**src/rtl/logic_gates_pkg.sv**
```systemverilog
// Shared definitions for the gate-unit self-test sequencer: state
// encoding, vector count and counter widths.
package logic_gates_pkg;

  typedef enum logic [1:0] {
    IDLE   = 2'd0,
    SETTLE = 2'd1,
    CHECK  = 2'd2,
    DONE   = 2'd3
  } state_t;

  localparam int NUM_VECTORS = 4;
  localparam int VEC_W       = 2;
  localparam int GATE_W      = 3;
  localparam int CNT_W       = 4;
  localparam int LOOP_W      = 8;

endpackage : logic_gates_pkg

```
**src/rtl/logic_gates_expect.sv**
```systemverilog
// Golden gate behaviour for one operand pair; purely combinational so it
// can sit next to the sequencer or be reused by a scoreboard.
module logic_gates_expect (
  input  logic a_i,
  input  logic b_i,
  output logic exp_and_o,
  output logic exp_or_o,
  output logic exp_not_o
);

  // Reference truth for the three gates under test.
  always_comb begin
    exp_and_o = a_i & b_i;
    exp_or_o  = a_i | b_i;
    exp_not_o = ~a_i;
  end

endmodule : logic_gates_expect

```
**src/rtl/logic_gates_seq.sv**
```systemverilog
// Self-test sequencer for the two-input gate unit. Walks the four operand
// vectors LOOPS times, waits SETTLE_CYCLES after each, samples the returned
// AND/OR/NOT values and accumulates sticky per-vector and per-gate errors.
module logic_gates_seq
  import logic_gates_pkg::*;
#(
  parameter int SETTLE_CYCLES = 2,
  parameter int LOOPS         = 1
) (
  input  logic              iClk,
  input  logic              iRst,
  input  logic              iStart,
  input  logic              iAnd,
  input  logic              iOr,
  input  logic              iNot,
  output logic              oA,
  output logic              oB,
  output logic              oBusy,
  output logic              oDone,
  output logic              oPass,
  output logic [3:0]        oVecErr,
  output logic [GATE_W-1:0] oGateErr
);

  // Counters are sized for the legal ranges only, so reject anything else
  // at elaboration rather than let a counter silently wrap.
  generate
    if (SETTLE_CYCLES < 0 || SETTLE_CYCLES > 15 || LOOPS < 1 || LOOPS > 255) begin : g_param_check
      $error("logic_gates_seq: SETTLE_CYCLES must be 0..15 and LOOPS 1..255");
    end
  endgenerate

  localparam logic [CNT_W-1:0]  SETTLE_LAST = CNT_W'(SETTLE_CYCLES);
  localparam logic [LOOP_W-1:0] LOOP_LAST   = LOOP_W'(LOOPS - 1);
  localparam logic [VEC_W-1:0]  VEC_LAST    = VEC_W'(NUM_VECTORS - 1);

  state_t                 state_q;
  logic [VEC_W-1:0]       vec_q;
  logic [CNT_W-1:0]       cnt_q;
  logic [LOOP_W-1:0]      loop_q;
  logic                   a_q;
  logic                   b_q;
  logic                   busy_q;
  logic                   done_q;
  logic                   pass_q;
  logic [NUM_VECTORS-1:0] vec_err_q;
  logic [GATE_W-1:0]      gate_err_q;

  logic                   exp_and;
  logic                   exp_or;
  logic                   exp_not;
  logic [GATE_W-1:0]      mismatch_d;
  logic                   any_mismatch_d;
  logic [NUM_VECTORS-1:0] vec_hit_d;
  logic [NUM_VECTORS-1:0] vec_err_d;
  logic [GATE_W-1:0]      gate_err_d;
  logic [VEC_W-1:0]       vec_d;
  logic                   last_vec_d;
  logic                   last_loop_d;

  // Expected outputs follow the operands currently driven to the gate unit.
  logic_gates_expect u_expect (
    .a_i       (a_q),
    .b_i       (b_q),
    .exp_and_o (exp_and),
    .exp_or_o  (exp_or),
    .exp_not_o (exp_not)
  );

  // Per-gate compare of returned against expected values; only committed
  // to the sticky flags while in CHECK.
  always_comb begin
    mismatch_d     = {iAnd ^ exp_and, iOr ^ exp_or, iNot ^ exp_not};
    any_mismatch_d = |mismatch_d;
    gate_err_d     = gate_err_q | mismatch_d;
    vec_d          = vec_q + 1'b1;
    last_vec_d     = (vec_q == VEC_LAST);
    last_loop_d    = (loop_q == LOOP_LAST);
  end

  // One-hot select of the vector being checked, qualified by a mismatch.
  generate
    for (genvar gi = 0; gi < NUM_VECTORS; gi++) begin : g_vec_hit
      assign vec_hit_d[gi] = any_mismatch_d && (vec_q == VEC_W'(gi));
    end
  endgenerate

  assign vec_err_d = vec_err_q | vec_hit_d;

  // Sequencer FSM with counters, operand drive and registered result flags.
  always_ff @(posedge iClk) begin
    if (iRst) begin
      state_q    <= IDLE;
      vec_q      <= '0;
      cnt_q      <= '0;
      loop_q     <= '0;
      a_q        <= 1'b0;
      b_q        <= 1'b0;
      busy_q     <= 1'b0;
      done_q     <= 1'b0;
      pass_q     <= 1'b0;
      vec_err_q  <= '0;
      gate_err_q <= '0;
    end else begin
      case (state_q)
        IDLE, DONE: begin
          // DONE holds its results until a new start arrives.
          if (iStart) begin
            state_q    <= SETTLE;
            vec_q      <= '0;
            cnt_q      <= '0;
            loop_q     <= '0;
            a_q        <= 1'b0;
            b_q        <= 1'b0;
            busy_q     <= 1'b1;
            done_q     <= 1'b0;
            pass_q     <= 1'b0;
            vec_err_q  <= '0;
            gate_err_q <= '0;
          end
        end

        SETTLE: begin
          if (cnt_q == SETTLE_LAST) begin
            state_q <= CHECK;
          end else begin
            cnt_q <= cnt_q + 1'b1;
          end
        end

        CHECK: begin
          vec_err_q  <= vec_err_d;
          gate_err_q <= gate_err_d;
          cnt_q      <= '0;
          vec_q      <= vec_d;
          a_q        <= vec_d[1];
          b_q        <= vec_d[0];
          if (last_vec_d && last_loop_d) begin
            state_q <= DONE;
            busy_q  <= 1'b0;
            done_q  <= 1'b1;
            pass_q  <= ~|gate_err_d;
          end else begin
            state_q <= SETTLE;
            if (last_vec_d) begin
              loop_q <= loop_q + 1'b1;
            end
          end
        end

        default: begin
          state_q <= IDLE;
          busy_q  <= 1'b0;
        end
      endcase
    end
  end

  assign oA       = a_q;
  assign oB       = b_q;
  assign oBusy    = busy_q;
  assign oDone    = done_q;
  assign oPass    = pass_q;
  assign oVecErr  = vec_err_q;
  assign oGateErr = gate_err_q;

endmodule : logic_gates_seq

```
**config.mk**
```make
export PLATFORM = sky130hd
export DESIGN_NAME = logic_gates_seq
export DESIGN_NICKNAME = d
export VERILOG_FILES = /design/src/rtl/logic_gates_pkg.sv /design/src/rtl/logic_gates_expect.sv /design/src/rtl/logic_gates_seq.sv
export SDC_FILE = /design/constraint.sdc
export NUM_CORES = 1
export LEC_CHECK = 0
export ABC_AREA = 1
export BUFFER_PORTS_ARGS = -buffer_cell sky130_fd_sc_hd__buf_2
export CORE_MARGIN = 2
export CORE_UTILIZATION = 51
export CTS_CLUSTER_SIZE = 25
export DETAILED_ROUTE_END_ITERATION = 16
export MAX_ROUTING_LAYER = met4
export PLACE_DENSITY_LB_ADDON = 0.3
export SYNTH_ARGS = -nofsm -noshare
export SYNTH_HDL_FRONTEND = slang
export SYNTH_SLANG_ARGS = --single-unit
```
**constraint.sdc**
```tcl
create_clock -name iClk -period 1.6 [get_ports iClk]
set_clock_uncertainty 0.2 [all_clocks]
set_input_delay 0 -clock iClk [delete_from_list [all_inputs] [get_ports iClk]]
set_output_delay 0 -clock iClk [all_outputs]
set_load 0.02 [all_outputs]
```
==> out/results.txt <==
The flow ran to the end, but the final reports show violations. The checks that failed: setup timing. The logs give 3 for the clock buffer count from CTS and 6 for the number of search-and-repair iterations in the first detailed-routing pass.

In this run switching power makes up 37.5% of total power. CTS saw 26 sinks. During I/O placement, the number of pins put on the boundary was 18. The final hold slack is 0.272 ns. Number of hold violations in the final report: 0. Clock-pin slew was measured on the worst setup and hold paths at 0.15 ns. Leaving out fill and tap cells, the most frequent cells in the layout are sky130_fd_sc_hd__nand2_1 (59), sky130_fd_sc_hd__inv_1 (26), sky130_fd_sc_hd__nor2_1 (24).

For this run, the slowest stage of the critical path takes 0.41 ns. The die covers 3350 µm². The run gives 219 as the cell count after synthesis.

TritonCTS built the clock tree. For the placed wire-length estimate, the log shows 2530 µm. The synthesized design devotes to its leading area cell type 35.1% of total area.

The number of filler cells placed in the layout is 217, and the final cell utilization of the core is 72.7%. The tools report the startpoint type of the worst setup path as a flop. Synthesized-area fraction occupied by xor and xnor cells: 1.77%. In this run the cell area of the synthesized design comes to 1480 µm². Synthesis produced a netlist with a net count of 237.

The internal portion of the total power is 1.24 mW. At the end of routability-driven placement, the weighted congestion stood at 0.895. Across the VDD grid, the largest voltage drop is 0.789 mV. The remaining max-slew budget at the tightest pin is 79.5%. The overall die width works out to 57.9 µm. Category of the most critical setup path: flop to flop. The run gives 1,412 as the number of global-route vias before repair.

In this run, the clock network consumes 23.4% of the power. The ratio of routed vias to standard cells was 5.13. The run gives 0.34 ns as the insertion delay of the later-clocked pin in the worst-skew pair.

Routed wire length: 3860 µm. In this run the mean area of a mapped cell was 6.77 µm². The pin count of the biggest net entering global routing was 16; the max-slew violation total from the final report was 0. Port buffering added 17 buffers. Setup total negative slack: -0.276 ns. With fillers left out, the area of the finished cells amounts to 2010 µm². Setup violations remaining at the end of the flow were counted as 9. After the last flow step, the layout net total stands at 287. Largest family of logic cells by synthesized area: simple AND/OR/NAND/NOR gates. In this run, the combinational gates consume 39.1% of the power.

The final route contains 1,534 vias. After global routing the overflow that remains totals 0. Once placement finished, the instance area stood at 1770 µm². The fraction of final layout cells with drive strength greater than 1 was 31.7%; the placement row count was 19. The share of total power dissipated in sequential elements is 37.5%.

The height of the chip is 57.9 µm. After layout, the worst path uses 103% of the clock period. Leaving out filler cells and counting taps, the final layout contains 299. Summed over all cells, the static leakage comes to 0.914 nW.

In this run, placement finished with an instance count of 285. Worst min-delay path category: flop to flop. The signed area change from the synthesized netlist to the final layout is 35.3%. Setup repair after global routing could not meet its margin everywhere.

The run gives -0.0346 ns as the worst slack after detailed placement. The cell that appears most often on the critical path is sky130_fd_sc_hd__inv_1. The synthesized design spends more area on one cell type than any other, namely sky130_fd_sc_hd__dfxtp_1. STA classifies the critical path endpoint as a flop. The remaining design rule violation count was 0.

The complex-gate fraction of the synthesized area works out to 10.9%. The flip-flop and latch count after synthesis works out to 26. The share of the Yosys chip area taken by registers is 35.1%. The run gives -0.0446 ns as the final worst setup slack. The first-pass GRT wire length was 5890 µm; the transition time at the pin with the least slew margin was 0.307 ns. The number of antenna diodes in the final layout is 0. After the first detailed-routing iteration, the DRC count stood at 80. In this run the power density over the cells is 988 nW/µm². The critical path goes through inv_1 -> ha_2 -> inv_1 -> nand2_1 -> nand2_2 -> nand3_4 -> a31oi_2 -> nor2_1. The number of H-tree levels was 1; the clock period minus final worst setup slack was 1.64 ns. Post-detailed-route count of antenna-violating nets: 0. The mux cell area share after synthesis is 0%, and the simple-gate area share of the yosys netlist is 33.8%. For the max-cap violation count, the log shows 0. The tools report the buffer cell driving the clock tree root as sky130_fd_sc_hd__clkbuf_4.

The switching power was 743 µW. The all-layer global routing usage was 23.3%; the placeable core region was 2760 µm². The largest individual stage delay along the critical path comes from the cell sky130_fd_sc_hd__dfxtp_4. The arrival time at the worst endpoint was 1.70 ns; the number of buffers on the longest clock path was 2. Leaving out fill and tap cells, the most frequent cell in the layout is sky130_fd_sc_hd__nand2_1.

The tools report the initial antenna violation count as 0. In the post-synthesis netlist, the biggest area contributors are sky130_fd_sc_hd__dfxtp_1 (35%), sky130_fd_sc_hd__nand2_1 (16%), sky130_fd_sc_hd__ha_1 (10%). The adder-cell share of the synthesized area works out to 10.1%. The logs give 0 for the warning count from the yosys run and 1.65 ns for the worst path required time. The effective utilization at floorplan was 53.8%. Synthesis instantiated 19 different standard cells from the library. Along the worst path, the maximum fanout reaches 5. After detailed routing, the average wire length per cell comes to 12.9 µm. Sum of internal, switching and leakage power: 1.98 mW. Fmax: 608 MHz.
==> flip-flops by register name (all words and copies together), names as in the netlist <==
signal and count:
cnt_q 4, loop_q 8, oB 1, oBusy 1, oDone 1, oGateErr 3
oPass 1, oVecErr 4, state_q 2, vec_q 1
==> cell type report <==
type	count	area [µm²]	area share (%)
flip-flops and latches	26	532	26.5
inverters	31	121	6.05
multi-input cells	162	953	47.5
clock buffers	3	22.5	1.12
well taps	31	38.8	1.93
repair buffers	45	308	15.3
clock inverters	1	30.0	1.50
==> power by group through the flow <==
stage	registers [mW]	logic, mW	clock network [mW]
final	0.743	0.775	0.463
after global routing	0.748	0.849	0.501
after CTS	0.740	0.714	0.477
after detailed placement	0.755	0.663	0
after global placement	0.751	0.652	0
after floorplan	0.796	0.405	0
==> timing repair <==
action,4_1_cts,5_1_grt
setup endpoints to repair,16,24
gates cloned,1,0
hold buffers,5,0
gates resized for setup,5,27
buffers inserted,2,2
pin swaps,2,8
hold endpoints to repair,19,0
==> cell usage after synthesis <==
cell type / instances
sky130_fd_sc_hd__inv_2: 1
sky130_fd_sc_hd__nor3b_1: 1
sky130_fd_sc_hd__xnor2_1: 1
sky130_fd_sc_hd__ha_1: 12
sky130_fd_sc_hd__clkbuf_1: 1
sky130_fd_sc_hd__o21ai_0: 6
sky130_fd_sc_hd__nor3_1: 1
sky130_fd_sc_hd__inv_1: 29
sky130_fd_sc_hd__xor2_1: 2
sky130_fd_sc_hd__nand2_4: 4
sky130_fd_sc_hd__dfxtp_1: 26
sky130_fd_sc_hd__inv_4: 1
sky130_fd_sc_hd__a31oi_1: 5
sky130_fd_sc_hd__nand2_1: 65
sky130_fd_sc_hd__nand2_2: 1
sky130_fd_sc_hd__nor2_4: 2
sky130_fd_sc_hd__a21oi_1: 20
sky130_fd_sc_hd__nor2_1: 27
sky130_fd_sc_hd__nand3_1: 14
==> path summary, 6_finish.rpt <==
| kind | cells past startpoint | slack [ns] | start | to |
|---|---|---|---|---|
| max reg2reg | 8 | -0.04 | vec_q[1]$_SDFFE_PP0P_ | oVecErr[0]$_SDFFE_PP0P_ |
| min reg2reg | 2 | 0.27 | oPass$_SDFFE_PP0P_ | oPass$_SDFFE_PP0P_ |
| min | 2 | 0.27 | oPass$_SDFFE_PP0P_ | oPass$_SDFFE_PP0P_ |
| max | 8 | -0.04 | vec_q[1]$_SDFFE_PP0P_ | oVecErr[0]$_SDFFE_PP0P_ |
==> cell families after synthesis <==
group | after synthesis
and+or+nand+nor | 115
buffers and inverters | 32
AOI/OAI and AO/OA | 31
DFF | 26
adders and majority gates | 12
xor gates and xnor gates | 3
==> layer usage <==
layer | global-route usage [%] | vias to the layer above | wire length, µm
met5 | - | - | 0
met4 | 9.97 | 0 | 100
met3 | 3.57 | 11 | 148
met2 | 37.7 | 45 | 1860
met1 | 28.8 | 689 | 1750
li1 | - | 789 | -
==> critical path, delay by kind of cell, from the launching register on <==
kind                     cells  cell delay (ns)
AO/OA/AOI/OAI                1             0.24
adder cells (fa/ha/maj)      1             0.21
buffers and inverters        2             0.13
flip-flops                   1             0.41
AND/OR/NAND/NOR              4             0.35
(Power assumes the default switching activity.)
